===== src/rtl/cache_mem_arbiter_if.sv =====
// Cache-side and bridge-side signal bundle for the cache/bridge read arbiter.
// slave = arbiter view, master = environment (caches + bridge) view.
interface cache_mem_arbiter_if #(
    parameter int ADDR_W = 32,
    parameter int DATA_W = 32
);
    // icache read channel
    logic              i_rd_req;
    logic [2:0]        i_rd_type;
    logic [ADDR_W-1:0] i_rd_addr;
    logic              i_rd_rdy;
    logic              i_ret_valid;
    logic              i_ret_last;
    logic [DATA_W-1:0] i_ret_data;
    // dcache read channel
    logic              d_rd_req;
    logic [2:0]        d_rd_type;
    logic [ADDR_W-1:0] d_rd_addr;
    logic              d_rd_rdy;
    logic              d_ret_valid;
    logic              d_ret_last;
    logic [DATA_W-1:0] d_ret_data;
    // dcache write channel
    logic              d_wr_req;
    logic [2:0]        d_wr_type;
    logic [ADDR_W-1:0] d_wr_addr;
    logic [3:0]        d_wr_wstrb;
    logic [127:0]      d_wr_data;
    logic              d_wr_rdy;
    // bridge read channel
    logic              mem_rd_req;
    logic [2:0]        mem_rd_type;
    logic [ADDR_W-1:0] mem_rd_addr;
    logic              mem_rd_rdy;
    logic              mem_ret_valid;
    logic              mem_ret_last;
    logic [DATA_W-1:0] mem_ret_data;
    // bridge write channel
    logic              mem_wr_req;
    logic [2:0]        mem_wr_type;
    logic [ADDR_W-1:0] mem_wr_addr;
    logic [3:0]        mem_wr_wstrb;
    logic [127:0]      mem_wr_data;
    logic              mem_wr_rdy;
    // status
    logic              busy;

    modport slave (
        input  i_rd_req, i_rd_type, i_rd_addr,
        output i_rd_rdy, i_ret_valid, i_ret_last, i_ret_data,
        input  d_rd_req, d_rd_type, d_rd_addr,
        output d_rd_rdy, d_ret_valid, d_ret_last, d_ret_data,
        input  d_wr_req, d_wr_type, d_wr_addr, d_wr_wstrb, d_wr_data,
        output d_wr_rdy,
        output mem_rd_req, mem_rd_type, mem_rd_addr,
        input  mem_rd_rdy, mem_ret_valid, mem_ret_last, mem_ret_data,
        output mem_wr_req, mem_wr_type, mem_wr_addr, mem_wr_wstrb, mem_wr_data,
        input  mem_wr_rdy,
        output busy
    );

    modport master (
        output i_rd_req, i_rd_type, i_rd_addr,
        input  i_rd_rdy, i_ret_valid, i_ret_last, i_ret_data,
        output d_rd_req, d_rd_type, d_rd_addr,
        input  d_rd_rdy, d_ret_valid, d_ret_last, d_ret_data,
        output d_wr_req, d_wr_type, d_wr_addr, d_wr_wstrb, d_wr_data,
        input  d_wr_rdy,
        input  mem_rd_req, mem_rd_type, mem_rd_addr,
        output mem_rd_rdy, mem_ret_valid, mem_ret_last, mem_ret_data,
        input  mem_wr_req, mem_wr_type, mem_wr_addr, mem_wr_wstrb, mem_wr_data,
        output mem_wr_rdy,
        input  busy
    );
endinterface


===== src/rtl/cache_mem_arbiter.sv =====
// Shares the single bridge read channel between icache (port 0) and dcache
// (port 1). One read in flight at a time; return beats are steered to the
// owner. The dcache write channel is a plain pass-through.
module cache_mem_arbiter #(
    parameter int ADDR_W    = 32,
    parameter int DATA_W    = 32,
    parameter int PRIO_MODE = 0     // 0: round-robin, 1: dcache wins ties
) (
    input  logic                 clk,
    input  logic                 rst,
    cache_mem_arbiter_if.slave   bus
);
    typedef enum logic [2:0] {
        IDLE = 3'b001,
        REQ  = 3'b010,
        RET  = 3'b100
    } state_t;

    state_t state_q;
    logic   grant_q;    // 0 = icache, 1 = dcache
    logic   last_q;     // owner of the last accepted read

    logic win_d;
    logic gnt_req;
    logic accept;
    logic in_req;
    logic in_ret;

    assign in_req  = (state_q == REQ);
    assign in_ret  = (state_q == RET);
    // The granted cache must still be asking; a dropped request is an abort.
    assign gnt_req = grant_q ? bus.d_rd_req : bus.i_rd_req;
    assign accept  = in_req && gnt_req && bus.mem_rd_rdy;

    // Pick the winner for the next transaction from the current requests.
    always_comb begin
        win_d = bus.d_rd_req;
        if (bus.i_rd_req && bus.d_rd_req)
            win_d = (PRIO_MODE != 0) ? 1'b1 : ~last_q;
    end

    // Transaction FSM: grant in IDLE, issue in REQ, drain beats in RET.
    always_ff @(posedge clk or posedge rst) begin
        if (rst) begin
            state_q <= IDLE;
            grant_q <= 1'b0;
            last_q  <= 1'b1;    // icache wins the first round-robin tie
        end else begin
            case (state_q)
                IDLE: if (bus.i_rd_req || bus.d_rd_req) begin
                    grant_q <= win_d;
                    state_q <= REQ;
                end
                REQ: begin
                    if (!gnt_req) begin
                        state_q <= IDLE;
                    end else if (bus.mem_rd_rdy) begin
                        last_q  <= grant_q;
                        state_q <= RET;
                    end
                end
                RET: if (bus.mem_ret_valid && bus.mem_ret_last)
                    state_q <= IDLE;
                default: state_q <= IDLE;
            endcase
        end
    end

    // Read request to the bridge is a mux of the granted cache's request.
    assign bus.mem_rd_req  = in_req && gnt_req;
    assign bus.mem_rd_type = in_req ? (grant_q ? bus.d_rd_type : bus.i_rd_type) : 3'b000;
    assign bus.mem_rd_addr = in_req ? (grant_q ? bus.d_rd_addr : bus.i_rd_addr) : '0;
    assign bus.i_rd_rdy    = accept && !grant_q;
    assign bus.d_rd_rdy    = accept &&  grant_q;

    // Return beats only reach the owner, and only while in RET (stray beats drop).
    assign bus.i_ret_valid = in_ret && !grant_q && bus.mem_ret_valid;
    assign bus.i_ret_last  = in_ret && !grant_q && bus.mem_ret_last;
    assign bus.d_ret_valid = in_ret &&  grant_q && bus.mem_ret_valid;
    assign bus.d_ret_last  = in_ret &&  grant_q && bus.mem_ret_last;
    assign bus.i_ret_data  = in_ret ? bus.mem_ret_data : '0;
    assign bus.d_ret_data  = in_ret ? bus.mem_ret_data : '0;

    // Write channel bypasses the FSM entirely.
    assign bus.mem_wr_req   = bus.d_wr_req;
    assign bus.mem_wr_type  = bus.d_wr_type;
    assign bus.mem_wr_addr  = bus.d_wr_addr;
    assign bus.mem_wr_wstrb = bus.d_wr_wstrb;
    assign bus.mem_wr_data  = bus.d_wr_data;
    assign bus.d_wr_rdy     = bus.mem_wr_rdy;

    assign bus.busy = (state_q != IDLE);
endmodule

===== src/flat_wrapper.sv =====
// flat-port wrapper written by rule: the top's interface ports become plain ports
module cache_mem_arbiter_flat 
#(
    parameter int ADDR_W    = 32,
    parameter int DATA_W    = 32,
    parameter int PRIO_MODE = 0                                           
)
  (clk, rst, bus_i_rd_req, bus_i_rd_type, bus_i_rd_addr, bus_i_rd_rdy, bus_i_ret_valid, bus_i_ret_last, bus_i_ret_data, bus_d_rd_req, bus_d_rd_type, bus_d_rd_addr, bus_d_rd_rdy, bus_d_ret_valid, bus_d_ret_last, bus_d_ret_data, bus_d_wr_req, bus_d_wr_type, bus_d_wr_addr, bus_d_wr_wstrb, bus_d_wr_data, bus_d_wr_rdy, bus_mem_rd_req, bus_mem_rd_type, bus_mem_rd_addr, bus_mem_rd_rdy, bus_mem_ret_valid, bus_mem_ret_last, bus_mem_ret_data, bus_mem_wr_req, bus_mem_wr_type, bus_mem_wr_addr, bus_mem_wr_wstrb, bus_mem_wr_data, bus_mem_wr_rdy, bus_busy);
  cache_mem_arbiter_if #(.ADDR_W(ADDR_W), .DATA_W(DATA_W)) bus_i ();
  input  logic clk;
  input  logic rst;
  input wire logic [$bits(bus_i.i_rd_req)-1:0] bus_i_rd_req;
  input wire logic [$bits(bus_i.i_rd_type)-1:0] bus_i_rd_type;
  input wire logic [$bits(bus_i.i_rd_addr)-1:0] bus_i_rd_addr;
  output wire logic [$bits(bus_i.i_rd_rdy)-1:0] bus_i_rd_rdy;
  output wire logic [$bits(bus_i.i_ret_valid)-1:0] bus_i_ret_valid;
  output wire logic [$bits(bus_i.i_ret_last)-1:0] bus_i_ret_last;
  output wire logic [$bits(bus_i.i_ret_data)-1:0] bus_i_ret_data;
  input wire logic [$bits(bus_i.d_rd_req)-1:0] bus_d_rd_req;
  input wire logic [$bits(bus_i.d_rd_type)-1:0] bus_d_rd_type;
  input wire logic [$bits(bus_i.d_rd_addr)-1:0] bus_d_rd_addr;
  output wire logic [$bits(bus_i.d_rd_rdy)-1:0] bus_d_rd_rdy;
  output wire logic [$bits(bus_i.d_ret_valid)-1:0] bus_d_ret_valid;
  output wire logic [$bits(bus_i.d_ret_last)-1:0] bus_d_ret_last;
  output wire logic [$bits(bus_i.d_ret_data)-1:0] bus_d_ret_data;
  input wire logic [$bits(bus_i.d_wr_req)-1:0] bus_d_wr_req;
  input wire logic [$bits(bus_i.d_wr_type)-1:0] bus_d_wr_type;
  input wire logic [$bits(bus_i.d_wr_addr)-1:0] bus_d_wr_addr;
  input wire logic [$bits(bus_i.d_wr_wstrb)-1:0] bus_d_wr_wstrb;
  input wire logic [$bits(bus_i.d_wr_data)-1:0] bus_d_wr_data;
  output wire logic [$bits(bus_i.d_wr_rdy)-1:0] bus_d_wr_rdy;
  output wire logic [$bits(bus_i.mem_rd_req)-1:0] bus_mem_rd_req;
  output wire logic [$bits(bus_i.mem_rd_type)-1:0] bus_mem_rd_type;
  output wire logic [$bits(bus_i.mem_rd_addr)-1:0] bus_mem_rd_addr;
  input wire logic [$bits(bus_i.mem_rd_rdy)-1:0] bus_mem_rd_rdy;
  input wire logic [$bits(bus_i.mem_ret_valid)-1:0] bus_mem_ret_valid;
  input wire logic [$bits(bus_i.mem_ret_last)-1:0] bus_mem_ret_last;
  input wire logic [$bits(bus_i.mem_ret_data)-1:0] bus_mem_ret_data;
  output wire logic [$bits(bus_i.mem_wr_req)-1:0] bus_mem_wr_req;
  output wire logic [$bits(bus_i.mem_wr_type)-1:0] bus_mem_wr_type;
  output wire logic [$bits(bus_i.mem_wr_addr)-1:0] bus_mem_wr_addr;
  output wire logic [$bits(bus_i.mem_wr_wstrb)-1:0] bus_mem_wr_wstrb;
  output wire logic [$bits(bus_i.mem_wr_data)-1:0] bus_mem_wr_data;
  input wire logic [$bits(bus_i.mem_wr_rdy)-1:0] bus_mem_wr_rdy;
  output wire logic [$bits(bus_i.busy)-1:0] bus_busy;
  assign bus_i.i_rd_req = bus_i_rd_req;
  assign bus_i.i_rd_type = bus_i_rd_type;
  assign bus_i.i_rd_addr = bus_i_rd_addr;
  assign bus_i_rd_rdy = bus_i.i_rd_rdy;
  assign bus_i_ret_valid = bus_i.i_ret_valid;
  assign bus_i_ret_last = bus_i.i_ret_last;
  assign bus_i_ret_data = bus_i.i_ret_data;
  assign bus_i.d_rd_req = bus_d_rd_req;
  assign bus_i.d_rd_type = bus_d_rd_type;
  assign bus_i.d_rd_addr = bus_d_rd_addr;
  assign bus_d_rd_rdy = bus_i.d_rd_rdy;
  assign bus_d_ret_valid = bus_i.d_ret_valid;
  assign bus_d_ret_last = bus_i.d_ret_last;
  assign bus_d_ret_data = bus_i.d_ret_data;
  assign bus_i.d_wr_req = bus_d_wr_req;
  assign bus_i.d_wr_type = bus_d_wr_type;
  assign bus_i.d_wr_addr = bus_d_wr_addr;
  assign bus_i.d_wr_wstrb = bus_d_wr_wstrb;
  assign bus_i.d_wr_data = bus_d_wr_data;
  assign bus_d_wr_rdy = bus_i.d_wr_rdy;
  assign bus_mem_rd_req = bus_i.mem_rd_req;
  assign bus_mem_rd_type = bus_i.mem_rd_type;
  assign bus_mem_rd_addr = bus_i.mem_rd_addr;
  assign bus_i.mem_rd_rdy = bus_mem_rd_rdy;
  assign bus_i.mem_ret_valid = bus_mem_ret_valid;
  assign bus_i.mem_ret_last = bus_mem_ret_last;
  assign bus_i.mem_ret_data = bus_mem_ret_data;
  assign bus_mem_wr_req = bus_i.mem_wr_req;
  assign bus_mem_wr_type = bus_i.mem_wr_type;
  assign bus_mem_wr_addr = bus_i.mem_wr_addr;
  assign bus_mem_wr_wstrb = bus_i.mem_wr_wstrb;
  assign bus_mem_wr_data = bus_i.mem_wr_data;
  assign bus_i.mem_wr_rdy = bus_mem_wr_rdy;
  assign bus_busy = bus_i.busy;
  cache_mem_arbiter #(.ADDR_W(ADDR_W), .DATA_W(DATA_W), .PRIO_MODE(PRIO_MODE)) u_core (.clk(clk), .rst(rst), .bus(bus_i));
endmodule

===== config.mk =====
export PLATFORM = sky130hd
export DESIGN_NAME = cache_mem_arbiter_flat
export DESIGN_NICKNAME = d
export VERILOG_FILES = /design/src/rtl/cache_mem_arbiter_if.sv /design/src/rtl/cache_mem_arbiter.sv /design/src/flat_wrapper.sv
export SDC_FILE = /design/constraint.sdc
export NUM_CORES = 1
export LEC_CHECK = 0
export ABC_AREA = 1
export CAP_MARGIN = 20
export CORE_AREA = 2 2 217 219
export CTS_CLUSTER_DIAMETER = 30
export DETAILED_ROUTE_END_ITERATION = 8
export DIE_AREA = 0 0 219 221
export PLACE_DENSITY = 0.38
export SLEW_MARGIN = 10
export SYNTH_ARGS = -nofsm -noshare
export SYNTH_HDL_FRONTEND = slang
export SYNTH_SLANG_ARGS = --single-unit

===== constraint.sdc =====
create_clock -name clk -period 3.2 [get_ports clk]
set_input_delay 0.64 -clock clk [delete_from_list [all_inputs] [get_ports clk]]
set_output_delay 0.64 -clock clk [all_outputs]
set_load 0.1 [all_outputs]

==> impl_metrics.py <==
metrics = {
    "worst_setup_path": {
        "worstPathRequired_ns": 2.56,
        "crit_type": "flip-flop to primary output",
        "start_kind": "flip-flop",
        "crit_buf_inv": 2,
        "cpPeakStageDelay_ns": 0.54,
        "crit_path_top_delay_cell": "a21oi_1",
        "worstPathMaxFanout": 36,
        "end_kind": "primary output",
        "worst_path_dominant_cell_family": "compound AO/OA/AOI/OAI gates",
        "crit_chain": "inv_1 > nand3_4 > a21oi_1 > buf_12",
        "cp_data_arrival_time_ns": 2.01,
    },
    "timing": {
        "fin_skew_ns": 0.00178,
        "hold_slack_ns": 0.471,
        "fin_crit_sh_pct": 82.7,
        "setup_violations": 0,
        "relSlewSlack_pct": 59.9,
        "rsz0062_at_grt": "no",
        "timing.fmax_ghz": 0.378,
        "worst-slew-pin-transition_ns": 0.602,
        "fin_ws_ns": 0.555,
        "period_minus_slack_ns": 2.65,
        "hold_viol": 0,
        "maxSlewViolCount": 0,
    },
    "finish": {
        "syn2layout_area_growth_pct": 59.2,
        "stdcell_count": 1049,
        "antenna_cells": 0,
        "final_core_util_pct": 9.52,
        "drive_gt1_share_pct": 34.4,
        "nets": 721,
        "fillers": 5350,
    },
    "detailed_routing": {
        "post-route-drc-count": 0,
        "drtIter0Drc": 33,
        "antenna_left": 0,
        "drt_pass1_iterations": 4,
        "wire_per_inst_um": 11.8,
        "via_count": 2482,
        "viasPerCell": 2.37,
        "finalWirelength_mm": 12.4,
    },
    "synthesis": {
        "syn_area_um2": 2750,
        "syn_inst": 436,
        "yosysWarningCount": 0,
        "synth_flop_cell": "dfrtp_1",
        "synth_enable_flop_cells": 0,
        "avgSynthCellArea_um2": 6.32,
        "synth.distinct_cells": 17,
        "ys_async_sr_fraction_pct": 100,
        "seq_area_frac_synth_pct": 4.63,
        "syn-num-nets": 714,
        "synth_seq_cells": 5,
    },
    "die": {
        "initial_core_util_pct": 5.98,
        "ioPinCount": 554,
        "dieWidth_um": 219,
        "dieArea_um2": 48400,
        "core_um2": 46100,
        "rows": 79,
        "die_h_um": 221,
    },
    "clock_network": {
        "clk_pin_slew_worst_paths_ns": 0.03,
        "clockBufferDepth": 2,
        "htree_levels": 1,
        "cts_root_buf": "clkbuf_16",
        "clk_latency_ns": 0.23,
        "cts_resized": 0,
        "cts_buffers": 3,
        "cts_tree": "yes",
        "numClockSinks": 5,
        "hold_buffers": 0,
        "post-cts-setup-buffers": 0,
    },
    "placement": {
        "gp_routability_congestion": 0.658,
        "dp_slack_ns": 0.612,
        "io_buffer_count": 215,
        "dp.cells": 1045,
        "place.detailed.hpwl_mm": 10.4,
    },
    "min_path": {
        "min_path_type": "flip-flop to flip-flop",
    },
    "global_route": {
        "grt_pass1_vias": 2439,
        "grt_antenna_before_repair": 2,
        "grt_pass1_wl_mm": 16.7,
        "grt_start_max_net_pins": 42,
        "grt-ovfl-total": 0,
        "grt_usage_pct": 4.66,
    },
    "status": {
        "status": "completed",
    },
    "power": {
        "totalPowerFinal_w": 0.00254,
        "cellPowerDensity_nw_per_um2": 580,
        "ir_drop_v": 0.000215,
        "leakage_nw": 1.83,
    },
    "run": {
        "cap_violations": 0,
    },
}
-- routing by layer --
metal	track usage [%]	share of wire [%]
met5	0.505	0.11
met4	3.12	6.9
met3	2.05	14
met2	8.26	49
met1	4.23	31
-- logic make-up (layout without fill, tap and decap cells) --
group | count (synthesis) | in the layout | synth area share, %
buffers and inverters | 260 | 266 | 66.0
flip-flops | 5 | 5 | 4.63
AND/OR/NAND/NOR | 134 | 134 | 22.6
AO/OA/AOI/OAI | 37 | 37 | 6.72
-- final timing paths --
check,start,slack [ns],endpoint,cells after the start
worst min register to register,u_core.last_q,0.47,u_core.last_q,2
worst max register to register,u_core.state_q[2],1.73,u_core.last_q,5
max in group asynchronous,rst,2.33,u_core.state_q[0],2
min in group asynchronous,rst,0.63,u_core.grant_q,2
worst max-delay path,u_core.state_q[2],0.55,bus_mem_rd_addr[11],4
worst min-delay path,u_core.last_q,0.47,u_core.last_q,2
-- stage by stage --
stage,TNS [ns],area [um2]
global route,0,4390
global placement,0,4310
floorplan,-0.363,2750
finish,0,4390
detailed placement,0,4310
CTS,0,4390
-- layout make-up --
type	instances	area, um2	area share (%)
Sequential cell	5	129	2.94
Multi-Input combinational cell	171	808	18.4
Timing Repair Buffer	218	2440	55.7
Clock buffer	4	78.8	1.80
Inverter	44	165	3.77
Tap cell	607	759	17.3
-- power breakdown --
part           total (W)  leakage (nW)  switching (W)  internal [W]
sequential      0.000128        0.0583      0.0000278      0.000101
clock           0.000209        0.0382      0.0000438      0.000165
combinational    0.00221          1.73        0.00155      0.000654
-- sequential cells by signal, indices dropped and copies added (netlist names) --
register / cells
u_core.state_q: 3
u_core.last_q: 1
u_core.grant_q: 1
-- worst register-to-register path, stage by stage, from the launching register on --
cell and delay, ns:
dfrtp_1 0.41, inv_1 0.13, nand3_4 0.40, nor2_1 0.25
nand3_1 0.11, nand2_1 0.10
-- placed cells by master (no fill, tap or decap) --
master and instances:
a21oi_1 36, buf_12 43, buf_4 67, clkbuf_1 1, clkbuf_16 3, clkdlybuf4s50_1 108
dfrtp_1 2, dfrtp_2 1, dfstp_2 2, inv_1 43, inv_2 1, nand2_1 86
nand2_4 1, nand3_1 5, nand3_4 1, nor2_1 6, nor2_2 31, nor3_1 2
nor3_2 2, o21ai_1 1
-- synthesized netlist by cell type (2+ instances only) --
cell type  count  share of area, %
a21oi_1       36               6.5
buf_2          4              0.73
buf_4        201                55
buf_6         11               4.5
dfrtp_1        3               2.7
dfstp_2        2               1.9
inv_1         43               5.9
nand2_1       86                12
nand3_1        5              0.91
nor2_1         6              0.82
nor2_2        31               7.0
nor3_1         2              0.36
nor3_2         2              0.73
Power figures use the tool's default switching activity.
